**src/rtl/sync_req_fork.sv**
```systemverilog
// -----------------------------------------------------------------------------
// sync_req_fork
//
// Clocked initiator for a 4-phase return-to-zero handshake that is forked to
// OUT_NUM asynchronous branches. The block accepts one bundled-data word from
// synchronous logic and raises a single request to every branch. It holds the
// data stable until every branch has acknowledged, then completes the
// return-to-zero half of the cycle. Only after that does it accept another
// word. Each acknowledge is captured C-element style: once a branch has been
// seen high during the request phase, it stays counted.
//
// Ports
//   clk       in   clock
//   rst       in   synchronous, active-high reset
//   in_valid  in   sync-side word valid
//   in_ready  out  block can accept a word (high only in IDLE)
//   in_data   in   sync-side word [DATA_W]
//   req       out  request broadcast to all branches; registered, glitch-free
//   data_out  out  bundled data [DATA_W]; held for the whole handshake
//   ack       in   per-branch acknowledge [OUT_NUM]; asynchronous
//   done      out  one-cycle pulse when a handshake fully completes
//   err       out  sticky phase-timeout flag (cleared only by rst)
// -----------------------------------------------------------------------------
module sync_req_fork #(
   parameter int OUT_NUM     = 2,   // 1..32
   parameter int DATA_W      = 8,
   parameter int SYNC_STAGES = 2,   // 2..4
   parameter int TIMEOUT     = 0    // cycles per phase; 0 disables
) (
   input  logic               clk,
   input  logic               rst,
   input  logic               in_valid,
   output logic               in_ready,
   input  logic [DATA_W-1:0]  in_data,
   output logic               req,
   output logic [DATA_W-1:0]  data_out,
   input  logic [OUT_NUM-1:0] ack,
   output logic               done,
   output logic               err
);

   localparam bit               TIMER_EN = (TIMEOUT > 0);
   localparam int               CNT_W    = (TIMEOUT > 1) ? $clog2(TIMEOUT) : 1;
   localparam int               TERM     = (TIMEOUT > 0) ? TIMEOUT - 1 : 0;
   localparam logic [CNT_W-1:0] TERM_CNT = CNT_W'(TERM);

   typedef enum logic [1:0] {IDLE, REQ_UP, REQ_DOWN, ERR} state_t;

   state_t             state, state_nxt;
   logic [OUT_NUM-1:0] sync_q [SYNC_STAGES];
   logic [OUT_NUM-1:0] ack_s;
   logic [OUT_NUM-1:0] flag, flag_nxt;
   logic [CNT_W-1:0]   cnt, cnt_nxt;
   logic               req_nxt, done_nxt, err_nxt;
   logic [DATA_W-1:0]  data_nxt;
   logic               up_exit, down_exit, term_hit;

   // Acknowledge synchronizer. Every later decision looks only at ack_s.
   // NOTE: the synchronizer array holds real state, so it gets an explicit
   // reset. Otherwise a stale ack could leak into the first handshake after
   // reset.
   always_ff @(posedge clk) begin
      if (rst) begin
         for (int s = 0; s < SYNC_STAGES; s++) sync_q[s] <= '0;
      end else begin
         sync_q[0] <= ack;
         for (int s = 1; s < SYNC_STAGES; s++) sync_q[s] <= sync_q[s-1];
      end
   end

   assign ack_s = sync_q[SYNC_STAGES-1];

   // C-element completion: a branch counts once it has been seen high, even
   // if it has already dropped again.
   assign up_exit   = &(flag | ack_s);
   assign down_exit = ~|ack_s;
   assign term_hit  = TIMER_EN && (cnt == TERM_CNT);

   // in_ready comes straight from the state register, so it cannot glitch.
   assign in_ready  = (state == IDLE);

   // NOTE: every output of this block gets a default first. A path that
   // leaves a signal unassigned would otherwise infer a latch.
   always_comb begin
      state_nxt = state;
      req_nxt   = req;
      done_nxt  = 1'b0;
      err_nxt   = err;
      data_nxt  = data_out;
      flag_nxt  = flag;
      cnt_nxt   = cnt;

      unique case (state)
         IDLE: begin
            if (in_valid) begin
               data_nxt  = in_data;
               req_nxt   = 1'b1;
               flag_nxt  = '0;
               cnt_nxt   = '0;
               state_nxt = REQ_UP;
            end
         end

         REQ_UP: begin
            // If the exit and the terminal count coincide, the exit wins.
            if (up_exit) begin
               req_nxt   = 1'b0;
               flag_nxt  = '0;
               cnt_nxt   = '0;
               state_nxt = REQ_DOWN;
            end else if (term_hit) begin
               req_nxt   = 1'b0;
               err_nxt   = 1'b1;
               state_nxt = ERR;
            end else begin
               flag_nxt = flag | ack_s;
               cnt_nxt  = TIMER_EN ? cnt + CNT_W'(1) : '0;
            end
         end

         REQ_DOWN: begin
            if (down_exit) begin
               done_nxt  = 1'b1;
               cnt_nxt   = '0;
               state_nxt = IDLE;
            end else if (term_hit) begin
               err_nxt   = 1'b1;
               state_nxt = ERR;
            end else begin
               cnt_nxt = TIMER_EN ? cnt + CNT_W'(1) : '0;
            end
         end

         ERR: begin
            req_nxt = 1'b0;
            err_nxt = 1'b1;
         end

         default: state_nxt = IDLE;
      endcase
   end

   // NOTE: registered state uses non-blocking assignments only, so every
   // flop samples the values from before the clock edge.
   always_ff @(posedge clk) begin
      if (rst) begin
         state    <= IDLE;
         req      <= 1'b0;
         done     <= 1'b0;
         err      <= 1'b0;
         data_out <= '0;
         flag     <= '0;
         cnt      <= '0;
      end else begin
         state    <= state_nxt;
         req      <= req_nxt;
         done     <= done_nxt;
         err      <= err_nxt;
         data_out <= data_nxt;
         flag     <= flag_nxt;
         cnt      <= cnt_nxt;
      end
   end

endmodule

```
**config.mk**
```make
export PLATFORM = sky130hd
export DESIGN_NAME = sync_req_fork
export DESIGN_NICKNAME = d
export VERILOG_FILES = /design/src/rtl/sync_req_fork.sv
export SDC_FILE = /design/constraint.sdc
export NUM_CORES = 1
export LEC_CHECK = 0
export ABC_CLOCK_PERIOD_IN_PS = 2300
export CORE_AREA = 5 5 44 46
export DETAILED_ROUTE_END_ITERATION = 10
export DIE_AREA = 0 0 49 51
export DONT_BUFFER_PORTS = 1
export PLACE_DENSITY_LB_ADDON = 0.25
export SLEW_MARGIN = 15
export SYNTH_ARGS = -nofsm -noshare
export SYNTH_HDL_FRONTEND = slang
export SYNTH_SLANG_ARGS = --single-unit
```
**constraint.sdc**
```tcl
create_clock -name clk -period 2.3 [get_ports clk]
set_clock_uncertainty 0.05 [all_clocks]
set_input_delay 0.46 -clock clk [delete_from_list [all_inputs] [get_ports clk]]
set_output_delay 0.46 -clock clk [all_outputs]
set_load 0.01 [all_outputs]
```
==> flow_metrics.env <==
export IMPL_drc=0
export IMPL_grtUsageMet1_pct=12.63
export IMPL_cell_internal_pwr_w=0.0005988
export IMPL_core_rowCount=14
export IMPL_cts_htree_levels=1
export IMPL_synthesized_area_fraction_occupied_by_adder_cells_pct=6.211
export IMPL_largest_family_of_logic_cells_by_synthesized_area="simple AND/OR/NAND/NOR gates"
export IMPL_setup_violators_final=0
export IMPL_yosys_cell_types_count=20
export IMPL_timing_setup_tns_ns=0
export IMPL_grt_first_pass_wirelength_mm=2.194
export IMPL_synthSimpleGateAreaFrac_pct=20.96
export IMPL_cts_root_buffer_cell="clkbuf_4"
export IMPL_avgSynthCellArea_um2=9.157
export IMPL_drt_initial_drc_count=13
export IMPL_cp_end_kind="register"
export IMPL_synth_compound_area_share_pct=15.99
export IMPL_clock_sink_count=19
export IMPL_pwr_share_comb_pct=34.9
export IMPL_detailroute_via_count=601
export IMPL_met3_usage_pct=6.395
export IMPL_floorplan_io_pins=25
export IMPL_timing_max_slew_rel_slack_pct=77.26
export IMPL_grt_pass1_vias=491
export IMPL_clk_pin_slew_worst_paths_ns=0.10
export IMPL_grt_util_all_layers_pct=11.06
export IMPL_holdPathEnd="data_out[0]"
export IMPL_grt_use_met2_pct=16.30
export IMPL_wire_per_inst_um=13.65
export IMPL_grt_setup_unrepaired="false"
export IMPL_finalCriticalPeriod_ns=1.748
export IMPL_pwr_share_seq_pct=47.4
export IMPL_worst_r2r_endpoint="state[0]"
export IMPL_post_synth_instance_area_um2=805.8
export IMPL_synth_nets=105
export IMPL_number_of_buffer_cells_added_on_primary_ports=0
export IMPL_worstSetupPathType="reg -> reg"
export IMPL_drive_above_1_share_pct=11.36
export IMPL_layout_nets=106
export IMPL_total_global_routing_overflow=0
export IMPL_synth_seq_area_share_pct=47.20
export IMPL_cp_start_kind="register"
export IMPL_cts_setup_buffers=0
export IMPL_synthesized_area_fraction_occupied_by_xor_and_xnor_cells_pct=0
export IMPL_cap_violations=0
export IMPL_cellPowerDensity_nw_per_um2=1082
export IMPL_mapped_cells=88
export IMPL_grt_max_degree=21
export IMPL_power_share_switching_pct=34.11
export IMPL_synthToLayoutAreaGrowth_pct=4.192
export IMPL_ys_seq_elements=19
export IMPL_finalWeightedCongestion=0.7737
export IMPL_antennaDiodeCount=0
export IMPL_cts_buffers=3
export IMPL_synth_mux_area_share_pct=5.745
export IMPL_fmax_achieved_mhz=572.0
export IMPL_fin_ws_ns=0.5517
export IMPL_outcome="complete, no violations"
export IMPL_hold_buffers_post_cts=0
export IMPL_arrival_ns=1.88
export IMPL_postCtsResizedCells=0
export IMPL_hold_path_startpoint="rst"
export IMPL_finalHoldViolCount=0
export IMPL_timing_reg2reg_setup_slack_ns=0.55
export IMPL_tritoncts="yes"
export IMPL_tightestPinTransition_ns=0.3411
export IMPL_leakagePower_nw=0.3388
export IMPL_hold_path_class="in -> reg"
export IMPL_drtPass1Iterations=4
export IMPL_clk_insertion_delay_late_ns=0.28
export IMPL_die_h_um=51
export IMPL_pre_cts_ws_ns=0.5755
export IMPL_route_detailed_vias_per_inst=5.779
export IMPL_place_detailed_hpwl_mm=1.060
export IMPL_regToRegStartpoint="state[0]"
export IMPL_worstPathRequired_ns=2.43
export IMPL_power_share_clock_pct=17.7
export IMPL_timing_hold_worst_path_depth=1
export IMPL_route_final_wire_length_mm=1.420
export IMPL_ctsLongestPathBuffers=2
export IMPL_power_ir_vdd_worst_v=0.0004800
export IMPL_floorplan_initialDensity_pct=54.76
export IMPL_globalRoute_busiestLayer="met2"
export IMPL_core_area_um2=1471
export IMPL_period_share_pct=76.01
export IMPL_report_final_slew_viol_count=0
export IMPL_yosys_warnings=0
export IMPL_worst_r2r_cell_count=5
export IMPL_die_w_um=49
export IMPL_fp_dieArea_um2=2499
export IMPL_grt_antenna_before_repair=0
export IMPL_path_max_fanout=3
export IMPL_p_switching_w=0.0003100
export IMPL_drtAntennaViolNets=0
## per-stage QoR
stage	std cells	hold WS (ns)	cell area (µm²)	power (W)	util [%]
after global routing	104	0.1402	839.6	0.0009802	57.06
after detailed placement	100	0.3788	813.3	0.0007589	55.27
final	104	0.1795	839.6	0.0009087	57.06
after global placement	100	0.3680	813.3	0.0007488	55.27
after CTS	104	0.1701	839.6	0.0009211	57.06
after floorplan	88	0.3638	805.8	0.0007047	-
## placed cells by master (no fill, tap or decap), drive strengths merged
cell,count
clkbuf,4
a2111oi,1
nand3,8
mux2i,2
mux2,2
nor2b,6
dfxtp,19
a21oi,12
nor4b,1
a32o,1
o21a,1
ha,4
o22ai,1
nand2,11
a211o,1
nor3,3
buf,1
inv,3
nor2,7
## worst max-delay path by stage
stage	startpoint	endpoint	slack (ns)	cells after the start
after global placement	state[0]	state[0]	0.63	5
final	state[0]	state[0]	0.55	5
after CTS	state[0]	state[0]	0.54	5
after floorplan	state[0]	state[0]	0.59	5
after detailed placement	state[0]	state[0]	0.58	5
after global routing	state[0]	state[0]	0.48	5
## area by class of cell
type,count,area (µm²)
Fill cell,148,631.9
Multi-Input combinational cell,61,394.1
Sequential cell,19,380.4
Clock buffer,4,26.28
Tap cell,16,20.02
Inverter,3,11.26
Timing Repair Buffer,1,7.507
## sequential cells by signal, indices dropped and copies added (netlist names)
signal and flops:
data_out 8, state 2, sync_q 4, flag 2, req 1, err 1
done 1
## synth_stat cells, drive strengths merged
library cell / count / share of area (%)
a211o: 1 / 1.2
nor3: 3 / 1.9
dfxtp: 19 / 47
nor4b: 1 / 1.1
mux2i: 2 / 2.5
nand3: 8 / 5.0
nand2: 11 / 5.1
mux2: 2 / 3.3
inv: 3 / 1.4
a32o: 1 / 1.2
nor2b: 6 / 4.7
ha: 4 / 6.2
buf: 1 / 0.62
o22ai: 1 / 1.6
o21a: 1 / 1.1
a2111oi: 1 / 3.4
clkbuf: 4 / 1.9
nor2: 7 / 3.3
a21oi: 12 / 7.5
## layer usage
layer	routed length, µm	vias to the layer above
met5	0	-
met4	10	0
met3	155	2
met2	647	23
met1	606	278
li1	-	298
## worst max-delay path, stage by stage, from the launching register on
cell       delay (ns)
dfxtp_1          0.38
inv_1            0.09
ha_1             0.22
nor2b_1          0.18
a2111oi_4        0.40
mux2_4           0.33
## power by group through the flow
stage / combinational, W / clock [W] / sequential, W
4_1_cts: 0.000322 / 0.000167 / 0.000433
5_1_grt: 0.000352 / 0.000191 / 0.000437
6_report: 0.000317 / 0.000160 / 0.000431
2_1_floorplan: 0.000274 / 0 / 0.000430
3_5_place_dp: 0.000319 / 0 / 0.000440
3_3_place_gp: 0.000311 / 0 / 0.000437
## logic make-up (layout without fill, tap and decap cells)
logic type | count (synthesis) | after routing
simple gates | 36 | 36
flops | 19 | 19
compound gates | 17 | 17
buf+inv | 8 | 8
fa+ha+maj | 4 | 4
mux | 4 | 4
Note: power is estimated with default switching activity, not from simulation.
